## config.mk

```make
export PLATFORM = sky130hd
export DESIGN_NAME = char_row_renderer_flat
export DESIGN_NICKNAME = d
export VERILOG_FILES = /design/src/rtl/char_row_renderer_pkg.sv /design/src/rtl/char_row_renderer_if.sv /design/src/rtl/char_row_renderer_glyph_shifter.sv /design/src/rtl/char_row_renderer.sv /design/src/flat_wrapper.sv
export SDC_FILE = /design/constraint.sdc
export NUM_CORES = 1
export LEC_CHECK = 0
export CORE_ASPECT_RATIO = 1.2
export CORE_MARGIN = 10
export CORE_UTILIZATION = 45
export CTS_BUF_LIST = sky130_fd_sc_hd__clkbuf_4
export CTS_CLUSTER_SIZE = 12
export DETAILED_ROUTE_END_ITERATION = 8
export DONT_BUFFER_PORTS = 1
export GPL_ROUTABILITY_DRIVEN = 0
export PLACE_DENSITY = 0.67
export SYNTH_ARGS = -nofsm -noshare
export SYNTH_HDL_FRONTEND = slang
export SYNTH_SLANG_ARGS = --single-unit
```

## constraint.sdc

```tcl
create_clock -name clk -period 2.87 [get_ports clk]
set_input_delay 0.574 -clock clk [delete_from_list [all_inputs] [get_ports clk]]
set_output_delay 0.574 -clock clk [all_outputs]
set_load 0.01 [all_outputs]
```

## src/rtl/char_row_renderer_pkg.sv

```systemverilog
// Shared definitions for the character row renderer.
//   - attribute word field positions in a character row buffer entry
//   - active-low enable levels used on every memory strobe
//   - FSM state encoding
package char_row_renderer_pkg;

  // Character row buffer word: [15:12] bg index, [11:8] fg index, [7:0] code
  localparam int BG_MSB   = 15;
  localparam int BG_LSB   = 12;
  localparam int FG_MSB   = 11;
  localparam int FG_LSB   = 8;
  localparam int CODE_MSB = 7;
  localparam int CODE_LSB = 0;

  // Memory strobes are active-low
  localparam logic EN  = 1'b0;
  localparam logic DIS = 1'b1;

  typedef enum logic [1:0] {
    S_IDLE  = 2'd0,
    S_PRIME = 2'd1,
    S_EMIT  = 2'd2,
    S_DONE  = 2'd3
  } state_t;

endpackage

```

## src/rtl/char_row_renderer_if.sv

```systemverilog
// Memory-side bus bundle of the character row renderer.
//   chrowbuf_*  : read port of the character row buffer (code/attribute words)
//   fontmem_*   : read port of the font memory (glyph patterns)
//   palette_*   : read port of the colour palette
//   pixbuf_*    : write port of the pixel buffer
// master = renderer side, slave = memory side. All strobes active-low.
interface char_row_renderer_if #(
  parameter int CHROW_AW     = 8,
  parameter int GLYPH_H_LOG2 = 4,
  parameter int PIX_W        = 16,
  parameter int PAL_AW       = 8,
  parameter int PIXBUF_AW    = 10
);
  logic                      chrowbuf_rd;
  logic [CHROW_AW-1:0]       chrowbuf_rd_addr;
  logic [15:0]               chrowbuf_rd_data;
  logic                      fontmem_rd;
  logic [8+GLYPH_H_LOG2-1:0] fontmem_rd_addr;
  logic [7:0]                fontmem_rd_data;
  logic                      palette_rd;
  logic [PAL_AW-1:0]         palette_rd_addr;
  logic [PIX_W-1:0]          palette_rd_data;
  logic                      pixbuf_wr;
  logic [PIXBUF_AW-1:0]      pixbuf_wr_addr;
  logic [PIX_W-1:0]          pixbuf_wr_data;

  modport master (
    output chrowbuf_rd, chrowbuf_rd_addr, input chrowbuf_rd_data,
    output fontmem_rd, fontmem_rd_addr, input fontmem_rd_data,
    output palette_rd, palette_rd_addr, input palette_rd_data,
    output pixbuf_wr, pixbuf_wr_addr, pixbuf_wr_data
  );

  modport slave (
    input chrowbuf_rd, chrowbuf_rd_addr, output chrowbuf_rd_data,
    input fontmem_rd, fontmem_rd_addr, output fontmem_rd_data,
    input palette_rd, palette_rd_addr, output palette_rd_data,
    input pixbuf_wr, pixbuf_wr_addr, pixbuf_wr_data
  );
endinterface

```

## src/rtl/char_row_renderer_glyph_shifter.sv

```systemverilog
// Glyph pixel generator: holds the "next cell" pattern/fg/bg (filled while the
// current cell is being emitted) and the "current cell" registers, shifts the
// pattern left one pixel per emit cycle and selects fg or bg from its MSB.
//   clk, nrst  : clock, asynchronous active-low reset
//   ld_fg      : capture font pattern and fg colour into next-cell registers
//   ld_bg      : capture bg colour into next-cell register
//   font_data  : glyph pattern from font memory
//   pal_data   : colour word from palette
//   emit       : produce one pixel this cycle
//   emit_load  : first slot of a cell; take next-cell registers as source
//   pix_data   : registered pixel colour
module char_row_renderer_glyph_shifter #(
  parameter int PIX_W = 16
) (
  input  logic             clk,
  input  logic             nrst,
  input  logic             ld_fg,
  input  logic             ld_bg,
  input  logic [7:0]       font_data,
  input  logic [PIX_W-1:0] pal_data,
  input  logic             emit,
  input  logic             emit_load,
  output logic [PIX_W-1:0] pix_data
);
  logic [7:0]       nxt_pat_reg, cur_pat_reg;
  logic [PIX_W-1:0] nxt_fg_reg, nxt_bg_reg, cur_fg_reg, cur_bg_reg, pix_reg;

  // On the first slot of a cell the next-cell registers feed the mux
  // directly, so the cell's first pixel leaves in the same cycle as the load.
  logic [7:0]       src_pat;
  logic [PIX_W-1:0] src_fg, src_bg;
  assign src_pat = emit_load ? nxt_pat_reg : cur_pat_reg;
  assign src_fg  = emit_load ? nxt_fg_reg  : cur_fg_reg;
  assign src_bg  = emit_load ? nxt_bg_reg  : cur_bg_reg;

  always_ff @(posedge clk or negedge nrst) begin
    if (!nrst) begin
      nxt_pat_reg <= '0;
      nxt_fg_reg  <= '0;
      nxt_bg_reg  <= '0;
      cur_pat_reg <= '0;
      cur_fg_reg  <= '0;
      cur_bg_reg  <= '0;
      pix_reg     <= '0;
    end else begin
      if (ld_fg) begin
        nxt_pat_reg <= font_data;
        nxt_fg_reg  <= pal_data;
      end
      if (ld_bg) nxt_bg_reg <= pal_data;
      if (emit) begin
        cur_pat_reg <= {src_pat[6:0], 1'b0};
        cur_fg_reg  <= src_fg;
        cur_bg_reg  <= src_bg;
        pix_reg     <= src_pat[7] ? src_fg : src_bg;
      end
    end
  end

  assign pix_data = pix_reg;
endmodule

```

## src/rtl/char_row_renderer.sv

```systemverilog
// Renders one pixel row of one text row into the pixel buffer.
//   clk, nrst           : pixel clock, asynchronous active-low reset
//   start               : one-cycle pulse, samples pixel_row/bank/cursor_*
//   pixel_row, bank     : glyph row to draw, target pixbuf bank
//   cursor_en/col/on    : cursor overlay (fg/bg swapped on the cursor cell)
//   busy, done          : render in progress / one-cycle completion pulse
//   bus                 : memory ports (chrowbuf, fontmem, palette, pixbuf)
// A 4-cycle PRIME phase fetches cell 0; during EMIT the same 4-step fetch for
// cell c+1 overlaps slots 0..3 of cell c, giving one pixel write per clock.
module char_row_renderer
  import char_row_renderer_pkg::*;
#(
  parameter int COLS         = 100,
  parameter int GLYPH_W      = 8,
  parameter int GLYPH_H_LOG2 = 4,
  parameter int PIX_W        = 16,
  parameter int CHROW_AW     = 8,
  parameter int PAL_AW       = 8,
  parameter int PIXBUF_AW    = 10,
  parameter int DOUBLE_BUF   = 0
) (
  input  logic                    clk,
  input  logic                    nrst,
  input  logic                    start,
  input  logic [GLYPH_H_LOG2-1:0] pixel_row,
  input  logic                    bank,
  input  logic                    cursor_en,
  input  logic [CHROW_AW-1:0]     cursor_col,
  input  logic                    cursor_on,
  output logic                    busy,
  output logic                    done,
  char_row_renderer_if.master     bus
);
  localparam int BANK_SIZE = (DOUBLE_BUF != 0) ? 2 ** (PIXBUF_AW - 1) : 2 ** PIXBUF_AW;
  localparam logic [2:0]          LAST_K   = 3'(GLYPH_W - 1);
  localparam logic [CHROW_AW-1:0] LAST_COL = CHROW_AW'(COLS - 1);

  if (GLYPH_W < 5 || GLYPH_W > 8) begin : g_bad_glyph_w
    $error("char_row_renderer: GLYPH_W must be in 5..8");
  end
  if (COLS * GLYPH_W > BANK_SIZE) begin : g_bad_bank_size
    $error("char_row_renderer: COLS*GLYPH_W exceeds pixbuf bank size");
  end
  if (COLS > 2 ** CHROW_AW || PAL_AW < 4) begin : g_bad_widths
    $error("char_row_renderer: CHROW_AW or PAL_AW too narrow");
  end

  state_t                  state_reg, state_next;
  logic [2:0]              k_reg, k_next;        // PRIME step or EMIT slot
  logic [CHROW_AW-1:0]     col_reg, col_next;    // cell being emitted
  logic [PIXBUF_AW-1:0]    x_reg, x_next;        // pixel index in the row
  logic [GLYPH_H_LOG2-1:0] row_reg, row_next;
  logic                    bank_reg, bank_next;
  logic                    cur_vis_reg, cur_vis_next;
  logic [CHROW_AW-1:0]     ccol_reg, ccol_next;
  logic [3:0]              idx2_reg, idx2_next;  // second palette index
  logic                    busy_reg, busy_next, done_reg, done_next;
  logic                    wr_reg, wr_next;
  logic [PIXBUF_AW-1:0]    waddr_reg, waddr_next;

  // Fetch sequencing shared by PRIME and the overlapped fetch in EMIT
  logic                fetch_act, in_prime, last_col, last_k, cursor_hit;
  logic [1:0]          ph;
  logic [CHROW_AW-1:0] fetch_col;
  logic [7:0]          code;
  logic [3:0]          fg_idx, bg_idx, first_idx, second_idx;

  assign in_prime   = (state_reg == S_PRIME);
  assign last_col   = (col_reg == LAST_COL);
  assign last_k     = (k_reg == LAST_K);
  assign fetch_act  = in_prime || (state_reg == S_EMIT && !last_col && !k_reg[2]);
  assign ph         = k_reg[1:0];
  assign fetch_col  = in_prime ? '0 : col_reg + CHROW_AW'(1);
  assign cursor_hit = cur_vis_reg && (fetch_col == ccol_reg);
  assign code       = bus.chrowbuf_rd_data[CODE_MSB:CODE_LSB];
  assign fg_idx     = bus.chrowbuf_rd_data[FG_MSB:FG_LSB];
  assign bg_idx     = bus.chrowbuf_rd_data[BG_MSB:BG_LSB];
  // Cursor swap is done on the palette indices, so the colours land swapped.
  assign first_idx  = cursor_hit ? bg_idx : fg_idx;
  assign second_idx = cursor_hit ? fg_idx : bg_idx;

  // Read strobes/addresses decode straight from the fetch step; the font and
  // first palette addresses come from the word the row buffer returns now.
  assign bus.chrowbuf_rd      = (fetch_act && ph == 2'd0) ? EN : DIS;
  assign bus.chrowbuf_rd_addr = (fetch_act && ph == 2'd0) ? fetch_col : '0;
  assign bus.fontmem_rd       = (fetch_act && ph == 2'd1) ? EN : DIS;
  assign bus.fontmem_rd_addr  = (fetch_act && ph == 2'd1) ? {code, row_reg} : '0;
  assign bus.palette_rd       = (fetch_act && (ph == 2'd1 || ph == 2'd2)) ? EN : DIS;
  assign bus.palette_rd_addr  = !fetch_act  ? '0 :
                                (ph == 2'd1) ? PAL_AW'(first_idx) :
                                (ph == 2'd2) ? PAL_AW'(idx2_reg) : '0;

  always_ff @(posedge clk or negedge nrst) begin
    if (!nrst) begin
      state_reg   <= S_IDLE;
      k_reg       <= '0;
      col_reg     <= '0;
      x_reg       <= '0;
      row_reg     <= '0;
      bank_reg    <= 1'b0;
      cur_vis_reg <= 1'b0;
      ccol_reg    <= '0;
      idx2_reg    <= '0;
      busy_reg    <= 1'b0;
      done_reg    <= 1'b0;
      wr_reg      <= DIS;
      waddr_reg   <= '0;
    end else begin
      state_reg   <= state_next;
      k_reg       <= k_next;
      col_reg     <= col_next;
      x_reg       <= x_next;
      row_reg     <= row_next;
      bank_reg    <= bank_next;
      cur_vis_reg <= cur_vis_next;
      ccol_reg    <= ccol_next;
      idx2_reg    <= idx2_next;
      busy_reg    <= busy_next;
      done_reg    <= done_next;
      wr_reg      <= wr_next;
      waddr_reg   <= waddr_next;
    end
  end

  always_comb begin
    state_next   = state_reg;
    k_next       = k_reg;
    col_next     = col_reg;
    x_next       = x_reg;
    row_next     = row_reg;
    bank_next    = bank_reg;
    cur_vis_next = cur_vis_reg;
    ccol_next    = ccol_reg;
    idx2_next    = idx2_reg;
    busy_next    = busy_reg;
    done_next    = 1'b0;
    wr_next      = DIS;
    waddr_next   = waddr_reg;

    if (fetch_act && ph == 2'd1) idx2_next = second_idx;

    case (state_reg)
      S_IDLE: begin
        if (start) begin
          row_next     = pixel_row;
          bank_next    = bank;
          cur_vis_next = cursor_en & cursor_on;
          ccol_next    = cursor_col;
          k_next       = '0;
          col_next     = '0;
          x_next       = '0;
          busy_next    = 1'b1;
          state_next   = S_PRIME;
        end
      end
      S_PRIME: begin
        k_next = k_reg + 3'd1;
        if (k_reg == 3'd3) begin
          k_next     = '0;
          state_next = S_EMIT;
        end
      end
      S_EMIT: begin
        wr_next    = EN;
        waddr_next = (DOUBLE_BUF != 0) ? {bank_reg, x_reg[PIXBUF_AW-2:0]} : x_reg;
        x_next     = x_reg + PIXBUF_AW'(1);
        k_next     = k_reg + 3'd1;
        if (last_k) begin
          k_next = '0;
          if (last_col) state_next = S_DONE;
          else          col_next   = col_reg + CHROW_AW'(1);
        end
      end
      S_DONE: begin
        done_next  = 1'b1;
        busy_next  = 1'b0;
        state_next = S_IDLE;
      end
      default: state_next = S_IDLE;
    endcase
  end

  char_row_renderer_glyph_shifter #(.PIX_W(PIX_W)) u_shifter (
    .clk       (clk),
    .nrst      (nrst),
    .ld_fg     (fetch_act && ph == 2'd2),
    .ld_bg     (fetch_act && ph == 2'd3),
    .font_data (bus.fontmem_rd_data),
    .pal_data  (bus.palette_rd_data),
    .emit      (state_reg == S_EMIT),
    .emit_load (k_reg == 3'd0),
    .pix_data  (bus.pixbuf_wr_data)
  );

  assign bus.pixbuf_wr      = wr_reg;
  assign bus.pixbuf_wr_addr = waddr_reg;
  assign busy               = busy_reg;
  assign done               = done_reg;
endmodule
```

## src/flat_wrapper.sv

```systemverilog
// flat-port wrapper written by rule: the top's interface ports become plain ports
module char_row_renderer_flat import char_row_renderer_pkg::*;
#(
  parameter int COLS         = 100,
  parameter int GLYPH_W      = 8,
  parameter int GLYPH_H_LOG2 = 4,
  parameter int PIX_W        = 16,
  parameter int CHROW_AW     = 8,
  parameter int PAL_AW       = 8,
  parameter int PIXBUF_AW    = 10,
  parameter int DOUBLE_BUF   = 0
)
  (clk, nrst, start, pixel_row, bank, cursor_en, cursor_col, cursor_on, busy, done, bus_chrowbuf_rd, bus_chrowbuf_rd_addr, bus_chrowbuf_rd_data, bus_fontmem_rd, bus_fontmem_rd_addr, bus_fontmem_rd_data, bus_palette_rd, bus_palette_rd_addr, bus_palette_rd_data, bus_pixbuf_wr, bus_pixbuf_wr_addr, bus_pixbuf_wr_data);
  char_row_renderer_if #(.CHROW_AW(CHROW_AW), .GLYPH_H_LOG2(GLYPH_H_LOG2), .PIX_W(PIX_W), .PAL_AW(PAL_AW), .PIXBUF_AW(PIXBUF_AW)) bus_i ();
  input  logic clk;
  input  logic nrst;
  input  logic start;
  input  logic [GLYPH_H_LOG2-1:0] pixel_row;
  input  logic bank;
  input  logic cursor_en;
  input  logic [CHROW_AW-1:0] cursor_col;
  input  logic cursor_on;
  output logic busy;
  output logic done;
  output wire logic [$bits(bus_i.chrowbuf_rd)-1:0] bus_chrowbuf_rd;
  output wire logic [$bits(bus_i.chrowbuf_rd_addr)-1:0] bus_chrowbuf_rd_addr;
  input wire logic [$bits(bus_i.chrowbuf_rd_data)-1:0] bus_chrowbuf_rd_data;
  output wire logic [$bits(bus_i.fontmem_rd)-1:0] bus_fontmem_rd;
  output wire logic [$bits(bus_i.fontmem_rd_addr)-1:0] bus_fontmem_rd_addr;
  input wire logic [$bits(bus_i.fontmem_rd_data)-1:0] bus_fontmem_rd_data;
  output wire logic [$bits(bus_i.palette_rd)-1:0] bus_palette_rd;
  output wire logic [$bits(bus_i.palette_rd_addr)-1:0] bus_palette_rd_addr;
  input wire logic [$bits(bus_i.palette_rd_data)-1:0] bus_palette_rd_data;
  output wire logic [$bits(bus_i.pixbuf_wr)-1:0] bus_pixbuf_wr;
  output wire logic [$bits(bus_i.pixbuf_wr_addr)-1:0] bus_pixbuf_wr_addr;
  output wire logic [$bits(bus_i.pixbuf_wr_data)-1:0] bus_pixbuf_wr_data;
  assign bus_chrowbuf_rd = bus_i.chrowbuf_rd;
  assign bus_chrowbuf_rd_addr = bus_i.chrowbuf_rd_addr;
  assign bus_i.chrowbuf_rd_data = bus_chrowbuf_rd_data;
  assign bus_fontmem_rd = bus_i.fontmem_rd;
  assign bus_fontmem_rd_addr = bus_i.fontmem_rd_addr;
  assign bus_i.fontmem_rd_data = bus_fontmem_rd_data;
  assign bus_palette_rd = bus_i.palette_rd;
  assign bus_palette_rd_addr = bus_i.palette_rd_addr;
  assign bus_i.palette_rd_data = bus_palette_rd_data;
  assign bus_pixbuf_wr = bus_i.pixbuf_wr;
  assign bus_pixbuf_wr_addr = bus_i.pixbuf_wr_addr;
  assign bus_pixbuf_wr_data = bus_i.pixbuf_wr_data;
  char_row_renderer #(.COLS(COLS), .GLYPH_W(GLYPH_W), .GLYPH_H_LOG2(GLYPH_H_LOG2), .PIX_W(PIX_W), .CHROW_AW(CHROW_AW), .PAL_AW(PAL_AW), .PIXBUF_AW(PIXBUF_AW), .DOUBLE_BUF(DOUBLE_BUF)) u_core (.clk(clk), .nrst(nrst), .start(start), .pixel_row(pixel_row), .bank(bank), .cursor_en(cursor_en), .cursor_col(cursor_col), .cursor_on(cursor_on), .busy(busy), .done(done), .bus(bus_i));
endmodule
```

# --- Yosys cells after proc, flatten, opt, wreduce, memory -nomap -nowiden ---
# Cells that the tools add are included.
# Widths: inputs -> output; s select.
classes:
  reduce_logical: 24
  mux: 34
  bitwise: 1
  n_eq_ne: 15
  n_addsub: 3
op_table:
  columns: ["cell", "n"]
  rows:
  - ["$mux 8", 8]
  - ["$mux 16", 3]
  - ["$pmux 10 s2", 1]
  - ["$pmux 8 s2", 1]
  - ["$mux 12", 1]
  - ["$mux 4", 3]
  - ["$add 10x1->10 const B", 1]
  - ["$mux 10", 1]
  - ["$mux 3", 3]
  - ["$pmux 3 s3", 1]
  - ["$add 8x1->8 const B", 1]
  - ["$eq 2x2->1 const B", 4]
  - ["$eq 8x7->1 const B", 1]
  - ["$eq 8x8->1", 1]
  - ["$logic_and 1x1->1", 8]
  - ["$mux 2", 4]
  - ["$pmux 2 s4", 1]
  - ["$reduce_and 2->1", 4]
  - ["$reduce_and 4->1", 2]
  - ["$mux 1", 6]
  - ["$ne 2x2->1 const B", 3]
  - ["$eq 2x1->1 const B", 2]
  - ["$logic_not 2->1", 2]
  - ["$ne 2x1->1 const B", 2]
  - ["10 further kinds", 13]
word_totals:
  out_inout_bits: 60
  regBits: 148

# --- Longest topological paths before layout ---
depth:
  depth_word: 7
  depth_mapped: 10

# --- Hierarchy ---
# A second synthesis with hierarchy kept.
hier_totals:
  hier_cells: 603
  hier_area_um2: 7058.0
modules_own_cells:
  columns: ["module", "area_per_inst_um2", "cells_each", "seq_area_each_um2", "instances"]
  rows:
  - ["char_row_renderer_glyph_shifter", 4027.6, 306, 2377.3, 1]
  - ["char_row_renderer", 3030.4, 297, 1327.5, 1]

# --- Worst setup path after synthesis ---
# No wires, ideal clock.
synth_timing:
  path_kind: "reg-to-output"
  startpoint: "reg u_core.col_reg[1]"
  endpoint: "out bus_palette_rd_addr[1]"
  arrival_ns: 2.460
  path_stages_with_launch: 9
  path_slack_ns: -0.164
  n_path_buf: 1
  cell_sequence: "dfrtp_1 > ha_1 > or4b_1 > o22ai_1 > o2111a_2 > nand4_4 > buf_6 > or4_1 > nand3_1"
synth_between:
  elab_chain_len: 7
  elab_cells_between_ends: 12
  cone_classes: "add/sub (1); eq/ne (2); mux (4); reduce/logical (5)"
synth_rtl:
  columns: ["item", "line_no", "source"]
  rows:
  - ["start: declaration", "char_row_renderer.sv:50", "logic [CHROW_AW-1:0] col_reg, col_next;"]
  - ["start signal: assignment", "char_row_renderer.sv:111", "col_reg <= col_next;"]
  - ["$add 8x1->8", "char_row_renderer.sv:73", "assign fetch_col = in_prime ? '0 : col_reg + CHROW_AW'(1);"]
  - ["$mux 8", "char_row_renderer.sv:73", null]
  - ["$eq 8x8->1", "char_row_renderer.sv:74", "assign cursor_hit = cur_vis_reg && (fetch_col == ccol_reg);"]
  - ["$logic_and 1x1->1", "char_row_renderer.sv:74", null]
  - ["$mux 4", "char_row_renderer.sv:79", "assign first_idx = cursor_hit ? bg_idx : fg_idx;"]
  - ["$mux 8", "char_row_renderer.sv:90", "(ph == 2'd1) ? PAL_AW'(first_idx) :"]
  - ["$mux 8 *", "char_row_renderer.sv:89", "assign bus.palette_rd_addr = !fetch_act ? '0 :"]
  - ["end: declaration", "flat_wrapper.sv:32", "output wire logic [$bits(bus_i.palette_rd_addr)-1:0] bus_palette_rd_addr;"]
# Mark *: on every way between the ends. The rest lies on a longest branch, timed or not.

# --- Final worst setup path ---
layout_timing:
  startpoint: "reg u_core.state_reg[1]"
  endpoint: "out bus_palette_rd_addr[1]"
layout_between:
  elab_chain_len: 7
  elab_cells_between_ends: 11
  cone_classes: "eq/ne (3); mux (4); reduce/logical (4)"
layout_rtl:
  columns: ["item", "line_no", "source"]
  rows:
  - ["start: declaration", "char_row_renderer.sv:48", "state_t state_reg, state_next;"]
  - ["start signal: assignment", "char_row_renderer.sv:109", "state_reg <= state_next;"]
  - ["$eq 2x1->1", "char_row_renderer.sv:68", "assign in_prime = (state_reg == S_PRIME);"]
  - ["$mux 8", "char_row_renderer.sv:73", null]
  - ["$eq 8x8->1", "char_row_renderer.sv:74", null]
  - ["$logic_and 1x1->1", "char_row_renderer.sv:74", null]
  - ["$mux 4", "char_row_renderer.sv:79", null]
  - ["$mux 8", "char_row_renderer.sv:90", null]
  - ["$mux 8 *", "char_row_renderer.sv:89", null]
# Marks and branches as above.

==> impl_metrics.sql <==
INSERT INTO impl_metrics (metric_group, metric, value, unit) VALUES
('power', 'ir_worst_vdd', '0.683', 'mV'),
('clocking', 'clk-insertion-delay-late', '0.57', 'ns'),
('worst_setup_path', 'setup.worst_path.end_class', 'output pin', ''),
('worst_setup_path', 'path_depth', '9', ''),
('floorplanning', 'floorplan.rows', '50', ''),
('route', 'avgRoutedWirePerCell', '19.5', 'um'),
('sta', 'worstMarginPinSlew', '1.13', 'ns'),
('sta', 'worst_slack', '-0.618', 'ns'),
('power', 'combPwrFrac', '40.7', '%'),
('global_routing', 'groute.usage.overall', '15.5', '%'),
('finish', 'diodes', '0', ''),
('power', 'sequentialPowerShare', '43.8', '%'),
('finish', 'final-instance-count-excl-fill', '877', ''),
('sta', 'setup_viol', '12', ''),
('place', 'place.detailed.instances', '836', ''),
('clocking', 'cts.sink_count', '148', ''),
('finish', 'final_layout_size_suffix_gt1_share', '36.2', '%'),
('worst_setup_path', 'r2r_cells', '11', ''),
('synth', 'synthArstFlopShare', '100', '%'),
('route', 'detail_route.wirelength', '17100', 'um'),
('floorplanning', 'fp.dieArea', '21700', 'um2'),
('global_routing', 'maximum_number_of_pins_on_one_net_before_global_route_repair', '149', ''),
('floorplanning', 'die_width', '136', 'um'),
('place', 'pre_cts_ws', '-0.0763', 'ns'),
('place', 'numPortBuffers', '0', ''),
('worst_setup_path', 'startpoint', 'u_core.state_reg[1]', ''),
('worst_setup_path', 'timing.critical_path.cells', 'inv_1 -> ha_4 -> or4b_4 -> o22ai_2 -> o2111a_2 -> nand4_4 -> buf_6 -> or4_4 -> nand3_4', ''),
('place', 'placement.cell_area', '7690', 'um2'),
('worst_setup_path', 'worst-endpoint-required', '2.30', 'ns'),
('finish', 'postLayoutCellArea', '8280', 'um2'),
('route', 'detail_route.vias_per_cell', '5.65', ''),
('synth', 'synth.largest_area_cell', 'dfrtp_1', ''),
('sta', 'hold_violations', '148', ''),
('sta', 'setup_total_negative_slack', '-3.02', 'ns'),
('status', 'status', 'complete, but fails checks', ''),
('synth', 'synth_warnings', '0', ''),
('sta', 'whs', '-0.331', 'ns'),
('worst_setup_path', 'worst-path-max-fanout', '4', ''),
('synth', 'synth_top_cell_area_share', '50.6', '%'),
('synth', 'synth.top_cells.by_area', 'dfrtp_1, mux2_2, mux2i_1', ''),
('route', 'route.detailed.drc', '0', ''),
('synth', 'number_of_synthesized_flops_with_an_enable_pin', '0', ''),
('synth', 'largest_family_of_logic_cells_by_synthesized_area', 'multiplexers', ''),
('clocking', 'clock-root-buffer', 'clkbuf_4', ''),
('synth', 'seq_area_frac_synth', '50.9', '%'),
('worst_setup_path', 'critical-path-max-stage-delay', '0.51', 'ns'),
('sta', 'setup_repair_after_global_routing_missed_its_margin', 'yes', ''),
('synth', 'synth_adder_area_share', '2.41', '%'),
('sta', 'max-slew-margin-rel', '24.4', '%'),
('sta', 'finalClockSkew', '0.0190', 'ns'),
('power', 'report.power.total', '8.69', 'mW'),
('synth', 'netlist-cell-type-count', '53', ''),
('sta', 'drv_slew', '0', ''),
('synth', 'yosys.area_share.simple', '11.5', '%'),
('route', 'drtIter0Drc', '341', ''),
('global_routing', 'grt.overflow.total', '0', ''),
('synth', 'post_synthesis_cell_area', '7280', 'um2'),
('power', 'static-leakage-power', '3.52', 'nW'),
('synth', 'muxShareOfSynthArea', '20.6', '%'),
('power', 'net_switching_component_of_the_power', '3.33', 'mW'),
('status', 'violations', 'negative hold slack, negative setup slack', ''),
('global_routing', 'initial_antenna_violation_count', '0', ''),
('sta', 'maxClockFrequency', '0.287', 'GHz'),
('worst_setup_path', 'critical_path.reg2reg.startpoint', 'u_core.state_reg[1]', ''),
('clocking', 'htree_num_levels', '4', ''),
('sta', 'timing.final.crit_period', '3.49', 'ns'),
('route', 'route.antenna.remaining_nets', '0', ''),
('synth', 'post_synth_xor_area_fraction', '1.31', '%'),
('clocking', 'numCtsBuffers', '17', ''),
('global_routing', 'grt_pass1_vias', '5230', ''),
('worst_setup_path', 'crit_type', 'reg2out', '');
[worst register-to-register path: stages, from the launching register on]
cell and delay, ns:
dfrtp_1 0.38, inv_1 0.09, ha_4 0.18, or4b_4 0.51, o22ai_2 0.16, o2111a_2 0.25
nand4_4 0.10, buf_6 0.15, buf_6 0.11, buf_4 0.13, o31ai_1 0.26, a31oi_1 0.12
[synthesized netlist by cell type (8+ instances only)]
cell type    n
clkbuf_1    17
mux2_2     111
dfrtp_1    147
a211oi_1    17
and2_1      13
nand3_1      8
nand4_1     13
nor2_1      31
buf_2       10
inv_1       13
ha_1        14
nor2b_1     19
nand2_1     33
o21ai_0     27
a21oi_1     31
mux2i_1     25
[final timing paths]
path	end	slack, ns
setup / recovery	bus_palette_rd_addr[1]	-0.62
hold / removal	u_core.idx2_reg[1]	-0.33
setup reg to reg	u_core.idx2_reg[1]	0.34
hold reg to reg	u_core.u_shifter.cur_bg_reg[4]	0.51
max in group asynchronous	u_core.u_shifter.cur_pat_reg[6]	2.90
min in group clk	u_core.cur_vis_reg	0.12
[layout by cell type, fill, tap and decap left out, drive strengths merged, types with 14 or more instances in the layout]
| master | instances |
|---|---|
| clkbuf | 18 |
| nand4 | 14 |
| a21oi | 31 |
| nor2 | 31 |
| ha | 14 |
| nor2b | 19 |
| buf | 44 |
| inv | 21 |
| a211oi | 17 |
| mux2 | 111 |
| mux2i | 25 |
| dfrtp | 147 |
| nand2 | 33 |
| o21ai | 28 |
[cell type report]
| class | count | area (um2) | area share, % |
|---|---|---|---|
| flip-flops and latches | 148 | 3700 | 44.7 |
| inverters | 13 | 51.3 | 0.619 |
| repair buffers | 45 | 410 | 4.95 |
| clock inverters | 15 | 165 | 1.99 |
| multi-input cells | 431 | 3560 | 43.0 |
| well taps | 208 | 260 | 3.14 |
| clock buffers | 17 | 128 | 1.54 |
[cell families (layout without fill, tap and decap cells)]
group,count (synthesis),after routing
fa+ha+maj,14,14
buf+inv,53,90
other cells,1,4
flops,148,148
simple gates,154,154
xor+xnor,10,10
mux,136,136
compound gates,113,113
[power by group through the flow]
| stage | Sequential [mW] | Combinational [mW] | Clock (mW) |
|---|---|---|---|
| finish | 3.81 | 3.53 | 1.35 |
| global route | 3.93 | 3.89 | 1.47 |
| CTS | 3.81 | 3.43 | 1.40 |
| detailed placement | 3.86 | 3.22 | 0 |
| global placement | 3.79 | 3.08 | 0 |
| floorplan | 3.51 | 2.66 | 0 |
[routing by layer]
layer / wire [um] / global-route usage, % / share of wire (%)
met2: 8810 / 26.7 / 52
met3: 1240 / 5.33 / 7.3
met4: 302 / 5.29 / 1.8
met1: 6720 / 17.2 / 39
met5: 0 / 0 / 0
[timing repair]
action                                  CTS  global route
hold endpoints to repair                148           148
endpoints found under the setup margin   27            27
cloned                                    0             1
gates resized for setup                  45            14
pin swaps                                 7             7
setup buffers                             6             4
(Power assumes the default switching activity.)
